===== config.mk =====
export PLATFORM = sky130hd
export DESIGN_NAME = rr_grant_arbiter
export DESIGN_NICKNAME = d
export VERILOG_FILES = /design/src/rtl/arb_pkg.sv /design/src/rtl/idx_to_onehot.sv /design/src/rtl/rr_grant_arbiter.sv
export SDC_FILE = /design/constraint.sdc
export NUM_CORES = 1
export LEC_CHECK = 0
export BUFFER_PORTS_ARGS = -buffer_cell sky130_fd_sc_hd__buf_2
export CORE_UTILIZATION = 62
export DETAILED_ROUTE_END_ITERATION = 16
export PLACE_DENSITY = 0.87
export SLEW_MARGIN = 20
export SYNTH_ARGS = -nofsm -noshare
export SYNTH_HDL_FRONTEND = slang
export SYNTH_HIERARCHICAL = 1
export SYNTH_SLANG_ARGS = --single-unit

===== constraint.sdc =====
create_clock -name clk -period 6.7 [get_ports clk]
set_input_delay 1.34 -clock clk [delete_from_list [all_inputs] [get_ports clk]]
set_output_delay 1.34 -clock clk [all_outputs]
set_load 0.01 [all_outputs]

===== src/rtl/arb_pkg.sv =====
// arb_pkg: shared state encoding and default sizing for the round-robin grant arbiter.
package arb_pkg;
    typedef enum logic [1:0] {
        IDLE = 2'd0,
        OWN  = 2'd1,
        GAP  = 2'd2
    } arb_state_t;
    localparam int ARB_N        = 8;
    localparam int ARB_IDXW     = 3;
    localparam int ARB_MAX_HOLD = 16;
    localparam int ARB_HCW      = 5;
endpackage


===== src/rtl/idx_to_onehot.sv =====
// idx_to_onehot: expands an index plus enable into a one-hot vector (all zeros when disabled).
module idx_to_onehot #(
    parameter int IDXW = 3
) (
    input  logic [IDXW-1:0]    idx,
    input  logic               en,
    output logic [2**IDXW-1:0] onehot
);
    assign onehot = {{(2**IDXW-1){1'b0}}, en} << idx;
endmodule


===== src/rtl/rr_grant_arbiter.sv =====
// rr_grant_arbiter: round-robin arbiter with registered one-hot grant, release/timeout and a dead cycle between owners.
module rr_grant_arbiter
    import arb_pkg::*;
#(
    parameter int N        = ARB_N,
    parameter int IDXW     = ARB_IDXW,
    parameter int MAX_HOLD = ARB_MAX_HOLD,
    parameter int HCW      = ARB_HCW
) (
    input  logic            clk,
    input  logic            rst,
    input  logic [N-1:0]    req,
    input  logic            release_i,
    output logic [N-1:0]    grant,
    output logic [IDXW-1:0] grant_idx,
    output logic            grant_valid,
    output logic            timeout
);
    arb_state_t      state, state_d;
    logic [IDXW-1:0] ptr, ptr_d, pick, cand, idx_d;
    logic [HCW-1:0]  hold_cnt, hold_d;
    logic [N-1:0]    grant_d;
    logic            found, done, forced, win, keep, valid_d;

    // rotating priority search starting at ptr, wrapping through the index width
    always_comb begin
        found = 1'b0;
        pick  = ptr;
        cand  = ptr;
        for (int i = 0; i < N; i++) begin
            cand = ptr + IDXW'(i);
            if (!found && req[cand]) begin
                found = 1'b1;
                pick  = cand;
            end
        end
    end

    // a normal release wins over the hold limit on the same edge
    assign done   = (state == OWN) && (release_i || !req[grant_idx]);
    assign forced = (state == OWN) && !done && (hold_cnt == HCW'(MAX_HOLD - 1));

    always_ff @(posedge clk or posedge rst) begin
        if (rst) begin
            state       <= IDLE;
            ptr         <= '0;
            hold_cnt    <= '0;
            grant       <= '0;
            grant_idx   <= '0;
            grant_valid <= 1'b0;
            timeout     <= 1'b0;
        end else begin
            state       <= state_d;
            ptr         <= ptr_d;
            hold_cnt    <= hold_d;
            grant       <= grant_d;
            grant_idx   <= idx_d;
            grant_valid <= valid_d;
            timeout     <= forced;
        end
    end

    always_comb begin
        state_d = state;
        case (state)
            IDLE:    state_d = found ? OWN : IDLE;
            OWN:     state_d = (done || forced) ? GAP : OWN;
            GAP:     state_d = IDLE;
            default: state_d = IDLE;
        endcase
    end

    always_comb begin
        win     = (state == IDLE) && found;
        keep    = (state == OWN) && !done && !forced;
        valid_d = win || keep;
        idx_d   = win ? pick : grant_idx;
        hold_d  = keep ? hold_cnt + 1'b1 : '0;
        ptr_d   = (done || forced) ? grant_idx + 1'b1 : ptr;
    end

    idx_to_onehot #(.IDXW(IDXW)) u_onehot (
        .idx    (idx_d),
        .en     (valid_d),
        .onehot (grant_d)
    );
endmodule


Word level (Yosys, flattened, before mapping)

Index checks and enable logic that the tools add are counted.

Flip-flop bits (word level): 23
Logic and storage cells: 92

$add $sub $neg: 9
Magnitude comparators: 9
Equal/unequal tests: 2
Shifts and indexed selects: 1
Mux-type cells: 38
Reductions and logical operators: 26

Operators with widths:

| operator                                                    | number |
|---|---|
| less-than comparator 3 x 4 -> 1 bit (second input constant) | 9 |
| binary-select mux 1 bit (select 3 bit)                      | 9 |
| 2-to-1 mux 3 bit                                            | 8 |
| 2-to-1 mux 1 bit                                            | 18 |
| adder 3 bit (second input constant)                         | 4 |
| logical AND 1 bit                                           | 12 |
| logical NOT 1 bit                                           | 10 |
| << shifter 1 x 3 -> 8 bit                                   | 1 |
| adder 3 x 1 -> 3 bit (second input constant)                | 2 |
| adder 3 x 2 -> 3 bit (second input constant)                | 2 |
| adder 5 x 1 -> 5 bit (second input constant)                | 1 |
| == test 5 x 4 -> 1 bit (second input constant)              | 1 |
| 2-to-1 mux 5 bit                                            | 1 |
| one-hot mux 2 bit (2 select lines)                          | 1 |
| logical OR 1 bit                                            | 3 |
| == test 2 x 1 -> 1 bit (second input constant)              | 1 |
| logical NOT 2 bit                                           | 1 |
| 2-to-1 mux 2 bit                                            | 1 |

Logic depth before layout (Yosys ltp)

Gate-level depths: netlist of the first run.

Depth after elaboration: 27
Gate-level depth with buffers: 13

By module

Netlist of the first run, hierarchy kept.

Modules (own cells, without submodules):

| module           | instances | cells each | area each (um^2) | sequential area each (um^2) |
|---|---|---|---|---|
| rr_grant_arbiter | 1         | 162        | 1785.5           | 575.6 |
| idx_to_onehot    | 1         | 8          | 96.3             | 0.0 |

Least setup slack after synthesis of the first run

No wires, ideal clock.

Path type: input to register
Start point: input port req[4]
End point: register grant[2]
Library setup time: 0.121 ns
Data arrival time: 3.376 ns
Data required time: 6.579 ns
Slack: 3.203 ns
Stages on the path: 7
Path buffers: 0
Cells stage by stage: mux4_2 mux2_2 or2_4 and4bb_1 nor3_1 o31ai_2 and4bb_2

Word-level cells in the longest chain between the ends: 27
Elaborated cells on any way between the ends: 59

Ends and longest elaborated chain:

| item                                   | RTL line               | text |
|---|---|---|
| from (decl)                            | rr_grant_arbiter.sv:12 | `input logic [N-1:0] req,` |
| binary-select mux 1 bit (select 3 bit) | rr_grant_arbiter.sv:32 | `if (!found && req[cand]) begin` |
| 2-to-1 mux 1 bit (not written as such) | rr_grant_arbiter.sv:32 |  |
| 2-to-1 mux 1 bit                       | rr_grant_arbiter.sv:32 |  |
| logical NOT 1 bit                      | rr_grant_arbiter.sv:32 |  |
| logical AND 1 bit                      | rr_grant_arbiter.sv:32 |  |
| 2-to-1 mux 1 bit                       | rr_grant_arbiter.sv:32 |  |
| logical NOT 1 bit                      | rr_grant_arbiter.sv:32 |  |
| logical AND 1 bit                      | rr_grant_arbiter.sv:32 |  |
| (+13 left out)                         | -                      |  |
| logical NOT 1 bit                      | rr_grant_arbiter.sv:32 |  |
| logical AND 1 bit                      | rr_grant_arbiter.sv:32 |  |
| 2-to-1 mux 1 bit                       | rr_grant_arbiter.sv:32 |  |
| logical AND 1 bit                      | rr_grant_arbiter.sv:74 | `win = (state == IDLE) && found;` |
| 2-to-1 mux 3 bit (*)                   | rr_grant_arbiter.sv:77 | `idx_d = win ? pick : grant_idx;` |
| named net idx_d[0]                     | rr_grant_arbiter.sv:20 | `logic [IDXW-1:0] ptr, ptr_d, pick, cand, idx_d;` |
| << shifter 1 x 3 -> 8 bit (*)          | idx_to_onehot.sv:9     | `assign onehot = {{(2**IDXW-1){1'b0}}, en} << idx;` |
| named net grant_d[2]                   | rr_grant_arbiter.sv:22 | `logic [N-1:0] grant_d;` |
| to (signal assigned)                   | rr_grant_arbiter.sv:56 | `grant <= grant_d;` |
| to (decl)                              | rr_grant_arbiter.sv:14 | `output logic [N-1:0] grant,` |

Mark *: on every way through the listed nets, which the timed path passes. The rest lies on a longest branch. The select of a mux whose other input is x is not followed.
A chain may end at the register's enable or synchronous reset.

Final worst setup path of the first run

Start point: register ptr[0]
End point: register grant[4]

Word-level cells in the longest chain between the ends: 27
Elaborated cells on any way between the ends: 56

Ends and longest elaborated chain:

| item                                                                          | RTL line               | text |
|---|---|---|
| from (decl)                                                                   | rr_grant_arbiter.sv:20 |  |
| from (signal assigned)                                                        | rr_grant_arbiter.sv:54 | `ptr <= ptr_d;` |
| parallel branches: the longest is 25 deep, another holds adder 3 x 1 -> 3 bit | -                      |  |
| 2-to-1 mux 3 bit (*)                                                          | rr_grant_arbiter.sv:77 |  |
| named net idx_d[0]                                                            | rr_grant_arbiter.sv:20 |  |
| << shifter 1 x 3 -> 8 bit (*)                                                 | idx_to_onehot.sv:9     |  |
| named net grant_d[4]                                                          | rr_grant_arbiter.sv:22 |  |

Mark *: on every way through the listed nets, which the timed path passes. The select of a mux whose other input is x is not followed.

==> impl_metrics.env, run 1 <==
export IMPL_status="complete, no violations"
export IMPL_grt_pass1_wl_mm=7.38
export IMPL_drc=0
export IMPL_synth_cells=170
export IMPL_port_buffer_count=23
export IMPL_antenna_found_initial=0
export IMPL_drt_pass1_iterations=5
export IMPL_h_tree_depth=1
export IMPL_grt_max_degree=24
export IMPL_synth_area_um2=1880
export IMPL_tns_ps=0
export IMPL_drtIter0Drc=128
export IMPL_dieWidth_um=57.1
export IMPL_num_antenna_cells=0
export IMPL_fmax_ghz=0.234
export IMPL_arrival_ps=4490
export IMPL_drt_wl_total_mm=4.45
export IMPL_ctsResizeCount=0
export IMPL_startpoint_type="flop"
export IMPL_synth_seq_cells=23
export IMPL_die_area_um2=3260
export IMPL_most_common_layout_cells="dfrtp_1, buf_2, mux4_2"
export IMPL_vias_per_cell=7.21
export IMPL_nets=207
export IMPL_final_hold_viol_count=0
export IMPL_worst_slew_pin_slew_ps=844
export IMPL_seq_area_frac_synth=0.306
export IMPL_ant_nets=0
export IMPL_via_count=1594
export IMPL_syn_num_nets=186
export IMPL_ios=24
export IMPL_synth_avg_cell_area_um2=11.1
export IMPL_areaGrowthSynthToFinish_pct=7.11
export IMPL_clockBufferDepth=2
export IMPL_critical_path_max_fanout=19
export IMPL_maxCapViolations=0
export IMPL_r2r_cells=9
export IMPL_numCtsBuffers=3
export IMPL_final_setup_viol_count=0
export IMPL_cts_setup_buffers=0
export IMPL_grt_overflow_total=0
export IMPL_cp_required_ps=6910
export IMPL_clkSlewWorstSetupHoldPaths_ps=120
export IMPL_cts_root_buffer="clkbuf_4"
export IMPL_num_rows=19
export IMPL_worstSetupEndpointType="flop"
export IMPL_rsz0062_at_grt="no"
export IMPL_initial_core_util=0.671
export IMPL_slew_headroom=0.437
export IMPL_ff2ff_setup_slack_ps=2430
export IMPL_dp_hpwl_mm=3.32
export IMPL_fill_cells=200
export IMPL_grt_pass1_vias=1529
export IMPL_synth_async_reset_ratio=1.00
export IMPL_yosysUniqueCellTypes=54
export IMPL_die_h_um=57.1
export IMPL_cts_sinks=23
export IMPL_yosys_warnings=6
export IMPL_min_path_cells=1
export IMPL_skew_ps=6.06
export IMPL_core_um2=2810
export IMPL_drive_gt1_frac=0.337
export IMPL_cts_hold_buffers=0
export IMPL_gp_congestion=0.939
export IMPL_hold_path_class="flop to flop"
export IMPL_clock_latency_ps=310
export IMPL_synth_top_flop_cell="dfrtp_1"
export IMPL_finalCritPeriodShare=0.638
export IMPL_crit_type="flop to flop"
export IMPL_min_period_ps=4270
export IMPL_cts_tree="yes"
export IMPL_synth_edf_count=0
export IMPL_slew_viol_final=0
export IMPL_track_usage=0.297
export IMPL_wire_per_inst_um=20.2
[cell type report]
class,count,area [µm²],share of cell area
flip-flops and latches,23,576,0.286
clock buffers,3,22.5,0.0112
multi-input cells,133,1230,0.611
inverters,7,26.3,0.0130
repair buffers,23,115,0.0571
clock inverters,1,5.00,0.00248
well taps,31,38.8,0.0192
[worst paths after layout]
check	end	from
setup / recovery	grant[4]	ptr[0]
hold / removal	hold_cnt[0]	hold_cnt[0]
setup reg to reg	grant[4]	ptr[0]
hold reg to reg	hold_cnt[0]	hold_cnt[0]
max in group asynchronous	hold_cnt[4]	rst
min in group asynchronous	grant_idx[2]	rst
[layer usage]
| layer | vias up | share of wire | GRT usage |
|---|---|---|---|
| met5 | - | 0 | 0 |
| met3 | 18 | 0.073 | 0.0612 |
| li1 | 709 | - | - |
| met1 | 784 | 0.40 | 0.408 |
| met4 | 0 | 0.028 | 0.0906 |
| met2 | 83 | 0.50 | 0.479 |
[Yosys cell counts (4+ instances only)]
master,instances,area [µm²]
and3_1,5,31.3
mux4_2,11,248
ha_1,5,62.6
nand2b_1,6,37.5
nand2_1,6,22.5
inv_1,6,22.5
buf_2,5,25.0
o21ai_0,4,20.0
mux2i_1,10,100
xnor2_1,4,35.0
mux2_2,10,113
nor2_1,10,37.5
nor2b_1,6,37.5
dfrtp_1,23,576
[critical path, stage by stage, from the launching register on]
cell	delay, ps
dfrtp_1	860
inv_1	150
ha_1	760
mux2_2	430
a221oi_1	350
a22oi_2	220
o32ai_1	410
nor3_1	120
o31ai_2	560
and4bb_2	320
[metrics by stage]
stage / instance area, µm² / util / cells / hold slack [ps] / worst slack (ps)
4_1_cts: 2020 / 0.719 / 221 / 485 / 2500
6_report: 2020 / 0.719 / 221 / 483 / 2430
2_1_floorplan: 1880 / - / 170 / 433 / 3200
5_1_grt: 2020 / 0.719 / 221 / 513 / 2190
3_3_place_gp: 1990 / 0.709 / 217 / 447 / 2810
3_5_place_dp: 1990 / 0.709 / 217 / 468 / 2490
[kinds of logic after synthesis]
logic type / after synthesis / share of synthesized area
AND/OR/NAND/NOR: 60 / 0.215
XOR/XNOR: 6 / 0.0279
adder cells (fa/ha/maj): 5 / 0.0332
buffers and inverters: 14 / 0.0392
multiplexers: 32 / 0.253
AO/OA/AOI/OAI: 30 / 0.126
flip-flops: 23 / 0.306
[registers in the layout, summed over array words and instances (netlist names)]
register,cells
ptr,3
state,2
hold_cnt,5
grant_idx,3
grant_valid,1
timeout,1
grant,8
Power of run 1 is not shown: default switching activity piles up to over one toggle a cycle in this logic, so the estimate is an artifact.
==> inputs of run 2 (changes only) <==
--- a/config.mk
+++ b/config.mk
@@ -6,9 +6,9 @@
 export NUM_CORES = 1
 export LEC_CHECK = 0
 export BUFFER_PORTS_ARGS = -buffer_cell sky130_fd_sc_hd__buf_2
-export CORE_UTILIZATION = 62
+export CORE_UTILIZATION = 52
 export DETAILED_ROUTE_END_ITERATION = 16
-export PLACE_DENSITY = 0.87
+export PLACE_DENSITY = 0.78
 export SLEW_MARGIN = 20
 export SYNTH_ARGS = -nofsm -noshare
 export SYNTH_HDL_FRONTEND = slang
==> constraint.sdc (replaced) <==
create_clock -name clk -period 3.8 [get_ports clk]
set_input_delay 0.76 -clock clk [delete_from_list [all_inputs] [get_ports clk]]
set_output_delay 0.76 -clock clk [all_outputs]
set_load 0.01 [all_outputs]
==> impl_metrics.env, run 2 (synthesis gave the netlist of run 1 again) <==
export IMPL_status="complete, no violations"
export IMPL_fmax_ghz=0.290
export IMPL_tns_ps=0
export IMPL_num_rows=21
export IMPL_hold_path_class="flop to flop"
export IMPL_die_h_um=62.2
export IMPL_ios=24
export IMPL_postLayoutCoreUtil=0.605
export IMPL_cts_tree="yes"
export IMPL_slew_viol_final=0
export IMPL_via_count=1497
export IMPL_largest_register_ffs=8
export IMPL_cts_root_buffer="clkbuf_4"
export IMPL_grt_pass1_wl_mm=7.08
export IMPL_final_setup_viol_count=0
export IMPL_critical_path_max_fanout=18
export IMPL_gp_congestion=0.925
export IMPL_h_tree_depth=1
export IMPL_grt_overflow_total=0
export IMPL_vias_per_cell=6.29
export IMPL_cts_hold_buffers=0
export IMPL_arrival_ps=3660
export IMPL_cp_required_ps=4000
export IMPL_rsz0062_at_grt="no"
export IMPL_nets=209
export IMPL_worst_slew_pin_slew_ps=852
export IMPL_grt_pass1_vias=1427
export IMPL_drtIter0Drc=121
export IMPL_min_period_ps=3450
export IMPL_drc=0
export IMPL_drt_pass1_iterations=4
export IMPL_initial_core_util=0.555
export IMPL_port_buffer_count=23
export IMPL_antenna_found_initial=0
export IMPL_cts_setup_buffers=0
export IMPL_top_register="grant"
export IMPL_clock_latency_ps=310
export IMPL_drt_wl_total_mm=4.13
export IMPL_reg_largest_list="grant (8), hold_cnt (5)"
export IMPL_clockBufferDepth=2
export IMPL_ctsResizeCount=0
export IMPL_clkSlewWorstSetupHoldPaths_ps=130
export IMPL_skew_ps=5.62
export IMPL_crit_type="flop to flop"
export IMPL_ff2ff_setup_slack_ps=350
export IMPL_most_common_layout_cells="dfrtp_1, buf_2, mux4_2"
export IMPL_startpoint_type="flop"
export IMPL_track_usage=0.227
export IMPL_num_antenna_cells=0
export IMPL_fin_ws_ps=347
export IMPL_numCtsBuffers=3
export IMPL_place_ws_ps=379
export IMPL_cts_sinks=23
export IMPL_worstSetupEndpointType="flop"
export IMPL_grt_max_degree=24
export IMPL_slew_headroom=0.431
export IMPL_wire_per_inst_um=17.3
export IMPL_dieWidth_um=62.2
export IMPL_finalCritPeriodShare=0.909
export IMPL_dp_hpwl_mm=3.12
export IMPL_core_um2=3390
export IMPL_final_hold_viol_count=0
export IMPL_maxCapViolations=0
export IMPL_drive_gt1_frac=0.344
export IMPL_die_area_um2=3860
export IMPL_ant_nets=0
export IMPL_areaGrowthSynthToFinish_pct=8.91
## run 2: per-layer routing
layer,up-vias,part of all wire,global-route usage
li1,709,-,-
met1,727,0.46,0.335
met2,57,0.48,0.374
met3,4,0.056,0.0313
met4,0,0.0031,0.00872
met5,-,0,0
## run 2: stage by stage
step	instances	cell area (µm²)	hold slack, ps
6_report	238	2050	473
4_1_cts	238	2050	474
3_3_place_gp	234	2020	449
5_1_grt	238	2050	498
2_1_floorplan	170	1880	433
3_5_place_dp	234	2020	457
## run 2: worst paths after layout
kind | start | to | cells after the start
min in group asynchronous | rst | hold_cnt[2] | 2
hold reg to reg | hold_cnt[0] | hold_cnt[0] | 1
hold / removal | hold_cnt[0] | hold_cnt[0] | 1
setup / recovery | ptr[0] | grant[6] | 9
max in group asynchronous | rst | grant[7] | 2
setup reg to reg | ptr[0] | grant[6] | 9
## run 2: area by class of cell
cell class                      count  area, µm²
Timing Repair Buffer               25        130
Fill cell                         266       1340
Tap cell                           46       57.6
Sequential cell                    23        576
Inverter                            7       26.3
Clock buffer                        3       22.5
Clock inverter                      1       5.00
Multi-Input combinational cell    133       1230
## run 2: worst max-delay path: stages (launching register included)
cell      delay (ps)
dfrtp_1          370
inv_1             60
ha_1             690
mux2_2           430
a221oi_1         350
a22oi_2          200
o32ai_1          390
nor3_1            90
o31ai_2          460
and4b_2          300
Power of run 2 is left out for the same reason.
==> inputs of run 3 (changes only) <==
--- a/config.mk
+++ b/config.mk
@@ -6,7 +6,9 @@
 export NUM_CORES = 1
 export LEC_CHECK = 0
 export BUFFER_PORTS_ARGS = -buffer_cell sky130_fd_sc_hd__buf_2
+export CAP_MARGIN = 20
 export CORE_UTILIZATION = 52
+export CTS_BUF_LIST = sky130_fd_sc_hd__clkbuf_16
 export DETAILED_ROUTE_END_ITERATION = 16
 export PLACE_DENSITY = 0.78
 export SLEW_MARGIN = 20
==> impl_metrics.env, run 3 (synthesis gave the netlist of run 1 again) <==
export IMPL_cts_hold_buffers=0
export IMPL_track_usage=0.233
export IMPL_final_setup_viol_count=0
export IMPL_postLayoutCoreUtil=0.620
export IMPL_cp_required_ps=3940
export IMPL_via_count=1494
export IMPL_ios=24
export IMPL_num_antenna_cells=0
export IMPL_ant_nets=0
export IMPL_drc=0
export IMPL_clock_latency_ps=250
export IMPL_ctsResizeCount=0
export IMPL_timing_critical_path_from="ptr[0]"
export IMPL_slowest_delay_ps=690
export IMPL_arrival_ps=3600
export IMPL_drt_wl_total_mm=4.19
export IMPL_crit_chain="inv_1 > ha_1 > mux2_2 > a221oi_1 > a22oi_2 > or4b_1 > nand4_1 > o211ai_1 > and4b_2"
export IMPL_endpoint="grant[3]"
export IMPL_initial_core_util=0.555
export IMPL_final_cells=238
export IMPL_fill_cells=260
export IMPL_port_buffer_count=23
export IMPL_r2r_cells=9
export IMPL_num_rows=21
export IMPL_tns_ps=0
export IMPL_reg2reg_from="ptr[0]"
export IMPL_dp_cells=234
export IMPL_crit_path_top_delay_cell="ha_1"
export IMPL_wire_per_inst_um=17.6
export IMPL_critical_path_max_fanout=18
export IMPL_cts_setup_buffers=0
export IMPL_clockBufferDepth=2
export IMPL_startpoint_type="flop"
export IMPL_grt_pass1_wl_mm=7.15
export IMPL_worstSetupEndpointType="flop"
export IMPL_grt_max_degree=24
export IMPL_cts_tree="yes"
export IMPL_maxCapViolations=0
export IMPL_nets=209
export IMPL_most_common_layout_cells="dfrtp_1, buf_2, mux4_2"
export IMPL_antenna_found_initial=0
export IMPL_drtIter0Drc=110
export IMPL_path_delay_family="simple AND/OR/NAND/NOR gates"
export IMPL_h_tree_depth=1
export IMPL_final_hold_viol_count=0
export IMPL_grt_pass1_vias=1453
export IMPL_core_um2=3390
export IMPL_cts_sinks=23
export IMPL_grt_overflow_total=0
export IMPL_crit_type="flop to flop"
export IMPL_finalCritPeriodShare=0.911
export IMPL_areaGrowthSynthToFinish_pct=11.7
export IMPL_rsz0062_at_grt="no"
export IMPL_worst_slew_pin_slew_ps=810
export IMPL_die_h_um=62.2
export IMPL_slew_headroom=0.460
export IMPL_skew_ps=3.84
export IMPL_crit_buf_inv=1
export IMPL_drive_gt1_frac=0.344
export IMPL_clkSlewWorstSetupHoldPaths_ps=60
export IMPL_cts_root_buffer="clkbuf_16"
export IMPL_min_period_ps=3460
export IMPL_slew_viol_final=0
export IMPL_vias_per_cell=6.28
export IMPL_dieWidth_um=62.2
export IMPL_die_area_um2=3860
export IMPL_largest_register_ffs=8
export IMPL_top_register="grant"
export IMPL_fmax_ghz=0.289
export IMPL_worst_path_stages=9
export IMPL_r2r_end="grant[3]"
export IMPL_holdWs_ps=463
export IMPL_reg_largest_list="grant (8), hold_cnt (5)"
export IMPL_status="complete, no violations"
export IMPL_dp_hpwl_mm=3.12
export IMPL_hold_path_class="flop to flop"
export IMPL_gp_congestion=0.925
export IMPL_numCtsBuffers=3
export IMPL_drt_pass1_iterations=4
export IMPL_ff2ff_setup_slack_ps=340
==> run 3: cell types whose count changed in the layout (fill, tap and decap cells not counted) <==
cell / delta
clkbuf_16: +3
clkbuf_4: -3
==> run 3: how the worst min path moves through the flow <==
stage | to | start | cells after the start
floorplan | hold_cnt[0] | hold_cnt[0] | 1
global placement | hold_cnt[0] | hold_cnt[0] | 1
detailed placement | hold_cnt[0] | hold_cnt[0] | 1
CTS | hold_cnt[0] | hold_cnt[0] | 1
global route | hold_cnt[0] | hold_cnt[0] | 1
finish | hold_cnt[0] | hold_cnt[0] | 1
==> run 3: area by class of cell <==
class                      count  area [µm²]  share of cell area
timing repair buffer          25         130              0.0619
tap                           46        57.6              0.0274
inverter                       7        26.3              0.0125
sequential                    23         576               0.274
clock inverter                 1        5.00             0.00238
clock buffer                   3        75.1              0.0357
multi-input combinational    133        1230               0.586
==> run 3: per-stage QoR <==
| stage | setup slack, ps | cell area [µm²] |
|---|---|---|
| 5_1_grt | 45.7 | 2100 |
| 2_1_floorplan | 534 | 1880 |
| 4_1_cts | 355 | 2100 |
| 6_report | 338 | 2100 |
| 3_3_place_gp | 452 | 2020 |
| 3_5_place_dp | 379 | 2020 |
==> run 3: metal layers <==
layer  up-vias  part of all wire  track usage
met2        51              0.48        0.378
li1        716                 -            -
met4         0            0.0045       0.0436
met1       725              0.46        0.338
met3         2             0.052       0.0313
met5         -                 0            0
Power of run 3 is left out for the same reason.
